<file path="src/rtl/fpu_share_arb.sv">
// Round-robin arbiter and sequencer that shares one combinational bfloat16 fpu
// among N_REQ requesters: accept -> issue -> respond, one operation at a time.
module fpu_share_arb #(
   parameter int N_REQ      = 2,
   parameter int ID_W       = (N_REQ > 1) ? $clog2(N_REQ) : 1,
   parameter int DATA_WIDTH = 16
) (
   input  logic                        clk_i,
   input  logic                        rst_ni,
   input  logic [N_REQ-1:0]            req_valid_i,
   output logic [N_REQ-1:0]            req_ready_o,
   input  logic [4*N_REQ-1:0]          req_op_i,
   input  logic [DATA_WIDTH*N_REQ-1:0] req_in1_i,
   input  logic [DATA_WIDTH*N_REQ-1:0] req_in2_i,
   output logic [3:0]                  fpu_op_o,
   output logic [DATA_WIDTH-1:0]       fpu_in1_o,
   output logic [DATA_WIDTH-1:0]       fpu_in2_o,
   input  logic [DATA_WIDTH-1:0]       fpu_out_i,
   input  logic                        fpu_overflow_i,
   output logic                        rsp_valid_o,
   input  logic                        rsp_ready_i,
   output logic [ID_W-1:0]             rsp_id_o,
   output logic [DATA_WIDTH-1:0]       rsp_data_o,
   output logic                        rsp_overflow_o,
   output logic                        busy_o
);

   typedef enum logic [1:0] {IDLE, ISSUE, RESP} state_t;

   state_t                state, state_nxt;
   logic [ID_W-1:0]       last_grant;
   logic [ID_W-1:0]       grant_id;
   logic                  grant_found;
   logic                  accept;
   logic [3:0]            sel_op;
   logic [DATA_WIDTH-1:0] sel_in1, sel_in2;

   logic [3:0]            op_p0;
   logic [DATA_WIDTH-1:0] in1_p0, in2_p0;
   logic [ID_W-1:0]       id_p0;
   logic [DATA_WIDTH-1:0] data_p1;
   logic                  ovf_p1;

   // Round-robin search starting just after the previous winner.
   always_comb begin
      int              idx;
      logic [ID_W-1:0] idx_w;
      grant_found = 1'b0;
      grant_id    = '0;
      idx         = 0;
      idx_w       = '0;
      for (int i = 0; i < N_REQ; i++) begin
         idx   = (int'(last_grant) + 1 + i) % N_REQ;
         idx_w = ID_W'(idx);
         if (!grant_found && req_valid_i[idx_w]) begin
            grant_found = 1'b1;
            grant_id    = idx_w;
         end
      end
   end

   always_comb begin
      sel_op  = '0;
      sel_in1 = '0;
      sel_in2 = '0;
      for (int k = 0; k < N_REQ; k++) begin
         if (grant_id == ID_W'(k)) begin
            sel_op  = req_op_i[k*4 +: 4];
            sel_in1 = req_in1_i[k*DATA_WIDTH +: DATA_WIDTH];
            sel_in2 = req_in2_i[k*DATA_WIDTH +: DATA_WIDTH];
         end
      end
   end

   assign accept = (state == IDLE) && grant_found;

   always_comb begin
      req_ready_o = '0;
      if (accept) begin
         req_ready_o[grant_id] = 1'b1;
      end
   end

   always_comb begin
      state_nxt = state;
      case (state)
         IDLE:    if (grant_found) state_nxt = ISSUE;
         ISSUE:   state_nxt = RESP;
         RESP:    if (rsp_ready_i) state_nxt = IDLE;
         default: state_nxt = IDLE;
      endcase
   end

   // Stage p0: operand capture on accept; stage p1: fpu result capture in ISSUE.
   always_ff @(posedge clk_i or negedge rst_ni) begin
      if (!rst_ni) begin
         state      <= IDLE;
         last_grant <= ID_W'(N_REQ - 1);
         op_p0      <= '0;
         in1_p0     <= '0;
         in2_p0     <= '0;
         id_p0      <= '0;
         data_p1    <= '0;
         ovf_p1     <= 1'b0;
      end else begin
         state <= state_nxt;
         if (accept) begin
            last_grant <= grant_id;
            id_p0      <= grant_id;
            op_p0      <= sel_op;
            in1_p0     <= sel_in1;
            in2_p0     <= sel_in2;
         end
         if (state == ISSUE) begin
            data_p1 <= fpu_out_i;
            ovf_p1  <= fpu_overflow_i;
         end
      end
   end

   assign fpu_op_o       = op_p0;
   assign fpu_in1_o      = in1_p0;
   assign fpu_in2_o      = in2_p0;
   assign rsp_valid_o    = (state == RESP);
   assign rsp_id_o       = id_p0;
   assign rsp_data_o     = data_p1;
   assign rsp_overflow_o = ovf_p1;
   assign busy_o         = (state != IDLE);

endmodule

</file>
<file path="config.mk">
export PLATFORM = sky130hd
export DESIGN_NAME = fpu_share_arb
export DESIGN_NICKNAME = d
export VERILOG_FILES = /design/src/rtl/fpu_share_arb.sv
export SDC_FILE = /design/constraint.sdc
export NUM_CORES = 1
export LEC_CHECK = 0
export ABC_AREA = 0
export CAP_MARGIN = 20
export CELL_PAD_IN_SITES_DETAIL_PLACEMENT = 1
export CELL_PAD_IN_SITES_GLOBAL_PLACEMENT = 1
export CORE_MARGIN = 2
export CORE_UTILIZATION = 30
export CTS_BUF_LIST = sky130_fd_sc_hd__clkbuf_8
export DETAILED_ROUTE_END_ITERATION = 6
export PLACE_DENSITY = 0.94
export SYNTH_ARGS = -nofsm -noshare
export SYNTH_HDL_FRONTEND = slang
export SYNTH_SLANG_ARGS = --single-unit
</file>
<file path="constraint.sdc">
create_clock -name clk_i -period 3.7 [get_ports clk_i]
set_input_delay 0.37 -clock clk_i [delete_from_list [all_inputs] [get_ports clk_i]]
set_output_delay 0.37 -clock clk_i [all_outputs]
set_load 0.1 [all_outputs]
</file>
==> results.toml <==
[grt]
grtUsageTotal_pct = 18.7
first_global_vias = 2322
gr-total-overflow = 0
antenna_found_initial = 0
grt_pass1_wl_um = 12200
grt_max_degree = 58

[timing]
clock.fmax_mhz = 398
final.setup.tns_ps = 0
worst_slew_margin_rel_pct = 32.8
tightest_slew_ps = 1010
setup_viol = 0
slew_violations = 0
final_hold_viol_count = 0
min_period_ps = 2510
skew_ps = 6.50
fin_crit_sh_pct = 67.9
rsz0062_at_grt = "no"

[worst_setup_path]
reg2reg_from = "state[1]$_DFFE_PN0P_"
required_ps = 3330
crit_top_cell = "buf_4"
start_kind = "flip-flop"
endpoint = "req_ready_o[0]"
startpoint = "state[1]$_DFFE_PN0P_"
slowest_delay_ps = 560
worstPathArrival_ps = 2140
reg2regPathDepth = 4
critPathKind = "flip-flop to output port"
crit_fanout = 40
end_kind = "output port"
crit_chain = "nor2_2 -> buf_4 -> and3_4 -> buf_4"
rrSetupSlack_ps = 1950
cpMaxStageDelayCell = "and3_4"
r2r-end = "fpu_in2_o[13]$_DFFE_PN0P_"

[clock_network]
cts_made_buffers = 9
clk_latency_ps = 320
path_clk_slew_ps = 60
clockRootBuffer = "clkbuf_8"
post_cts_buffers = 0
clk_path_buf_depth = 2
cts_hold_buf = 0
cts_tree = "built"
htree_levels = 3
cts_sinks = 57
cts_resized = 0

[die]
io-pin-count = 152
coreArea_sq_mm = 0.00773
die_height_um = 93.3
start_util_pct = 31.0
num_rows = 32
dieArea_sq_mm = 0.00871
dieWidth_um = 93.3

[drt]
dr_wl_met2_um = 4090
drc = 0
wl_met3_um = 680
top_layer_used = "met4"
drt-vias-per-instance = 5.03
drt_iter0_drc = 73
routedWlPerCell_um = 18.6
vias = 2177
drtAntennaViolNets = 0
dr.pass1.iters = 4
wl_met1_um = 3170
postRouteWirelength_um = 8050

[synth]
yosysTopAreaCell = "dfrtp_1"
yosysWarnings = 0
synth.most_common_cell = "dfrtp_1"
ys_ff_latch = 57
syn_area_per_cell_sq_um = 13.5
synthTopCellsByArea = "dfrtp_1, a221o_1, and3_1, mux2_1, buf_6"
synth_cell_types = 18
yosysTopAreaCellShare_pct = 58.5
synthCells = 177
mappedNetlistArea_sq_mm = 0.00239
synth_edf_count = 0
ys_seq_area_share_pct = 59.6
syn_nets = 271
synthArstFlopShare_pct = 100
synth_common_cells = "dfrtp_1, a221o_1, and3_1, mux2_1, clkbuf_1"
synth-main-ff-cell = "dfrtp_1"

[finish]
nets = 420
areaGrowthSynthToFinish_pct = 73.9
antenna_cells = 0
drive_above_1_share_pct = 8.16

[place]
dpl.hpwl_um = 5650
gp_congestion = 0.679
portBuffers = 151

[job]
drv_cap = 0

[run_status]
status = "finished, final reports clean"

[worst_hold_path]
min_path_type = "input port to asynchronous set/reset pin"
## layout make-up
type / count / area (sq um)
Inverter: 3 / 11.3
Sequential cell: 57 / 1430
Tap cell: 102 / 128
Fill cell: 818 / 3560
Timing Repair Buffer: 155 / 1540
Multi-Input combinational cell: 100 / 867
Clock inverter: 6 / 51.3
Clock buffer: 10 / 138
## state kept, by name, summed over array words and instances (netlist names)
| signal | cells |
|---|---|
| fpu_in1_o | 16 |
| fpu_in2_o | 16 |
| rsp_data_o | 16 |
| fpu_op_o | 4 |
| state | 2 |
| last_grant | 1 |
| rsp_id_o | 1 |
| rsp_overflow_o | 1 |
## cell families after synthesis
group	Yosys count	synth area share, %
flops	57	59.6
simple gates	42	11.2
buf+inv	20	4.65
compound gates	41	16.6
mux	17	7.99
## how the worst min path moves through the flow
stage	from	end	slack (ps)
3_3_place_gp	rsp_id_o$_DFFE_PN0P_	rsp_id_o$_DFFE_PN0P_	460
3_5_place_dp	rsp_id_o$_DFFE_PN0P_	rsp_id_o$_DFFE_PN0P_	470
4_1_cts	rst_ni	rsp_data_o[15]$_DFFE_PN0N_	200
6_report	rst_ni	rsp_data_o[15]$_DFFE_PN0N_	180
2_1_floorplan	rst_ni	fpu_in1_o[0]$_DFFE_PN0P_	70
5_1_grt	rst_ni	rsp_data_o[15]$_DFFE_PN0N_	230
## routing by layer
layer	up-vias	track usage, %
li1	984	-
met2	105	32.3
met5	-	0
met3	9	6.29
met4	0	7.23
met1	1079	21.2
## stage by stage
stage	hold slack (ps)	utilization (%)	instance area, sq um	setup WS [ps]	std cells
floorplan	74.4	-	2390	1670	177
global placement	465	51.2	3960	1430	416
detailed placement	468	51.2	3960	1340	416
CTS	202	53.6	4140	1150	432
global route	227	53.9	4160	1070	433
finish	177	53.9	4160	1190	433
## worst max-delay path, delay by kind of cell, from the launching register on
family                 cells  cell delay, ps
buffers and inverters      2             720
and+or+nand+nor            2             680
DFF                        1             410
## cells in the final DEF (no fill, tap or decap)
cell and count:
dfstp_2 1, a21o_1 2, o21ai_4 1, inv_1 5
dfrtp_1 56, buf_12 1, and3_4 1, a221o_1 36
buf_2 1, clkbuf_8 10, a21boi_2 1, buf_4 6
nand2b_1 3, nor2_2 1, bufinv_16 1, o21ai_0 1
clkinv_2 2, and2_1 1, clkdlybuf4s50_1 147, mux2_1 17
inv_2 1, and3_1 36
Power is not shown: default switching activity piles up to over one toggle a cycle in this logic, so the estimate is an artifact.
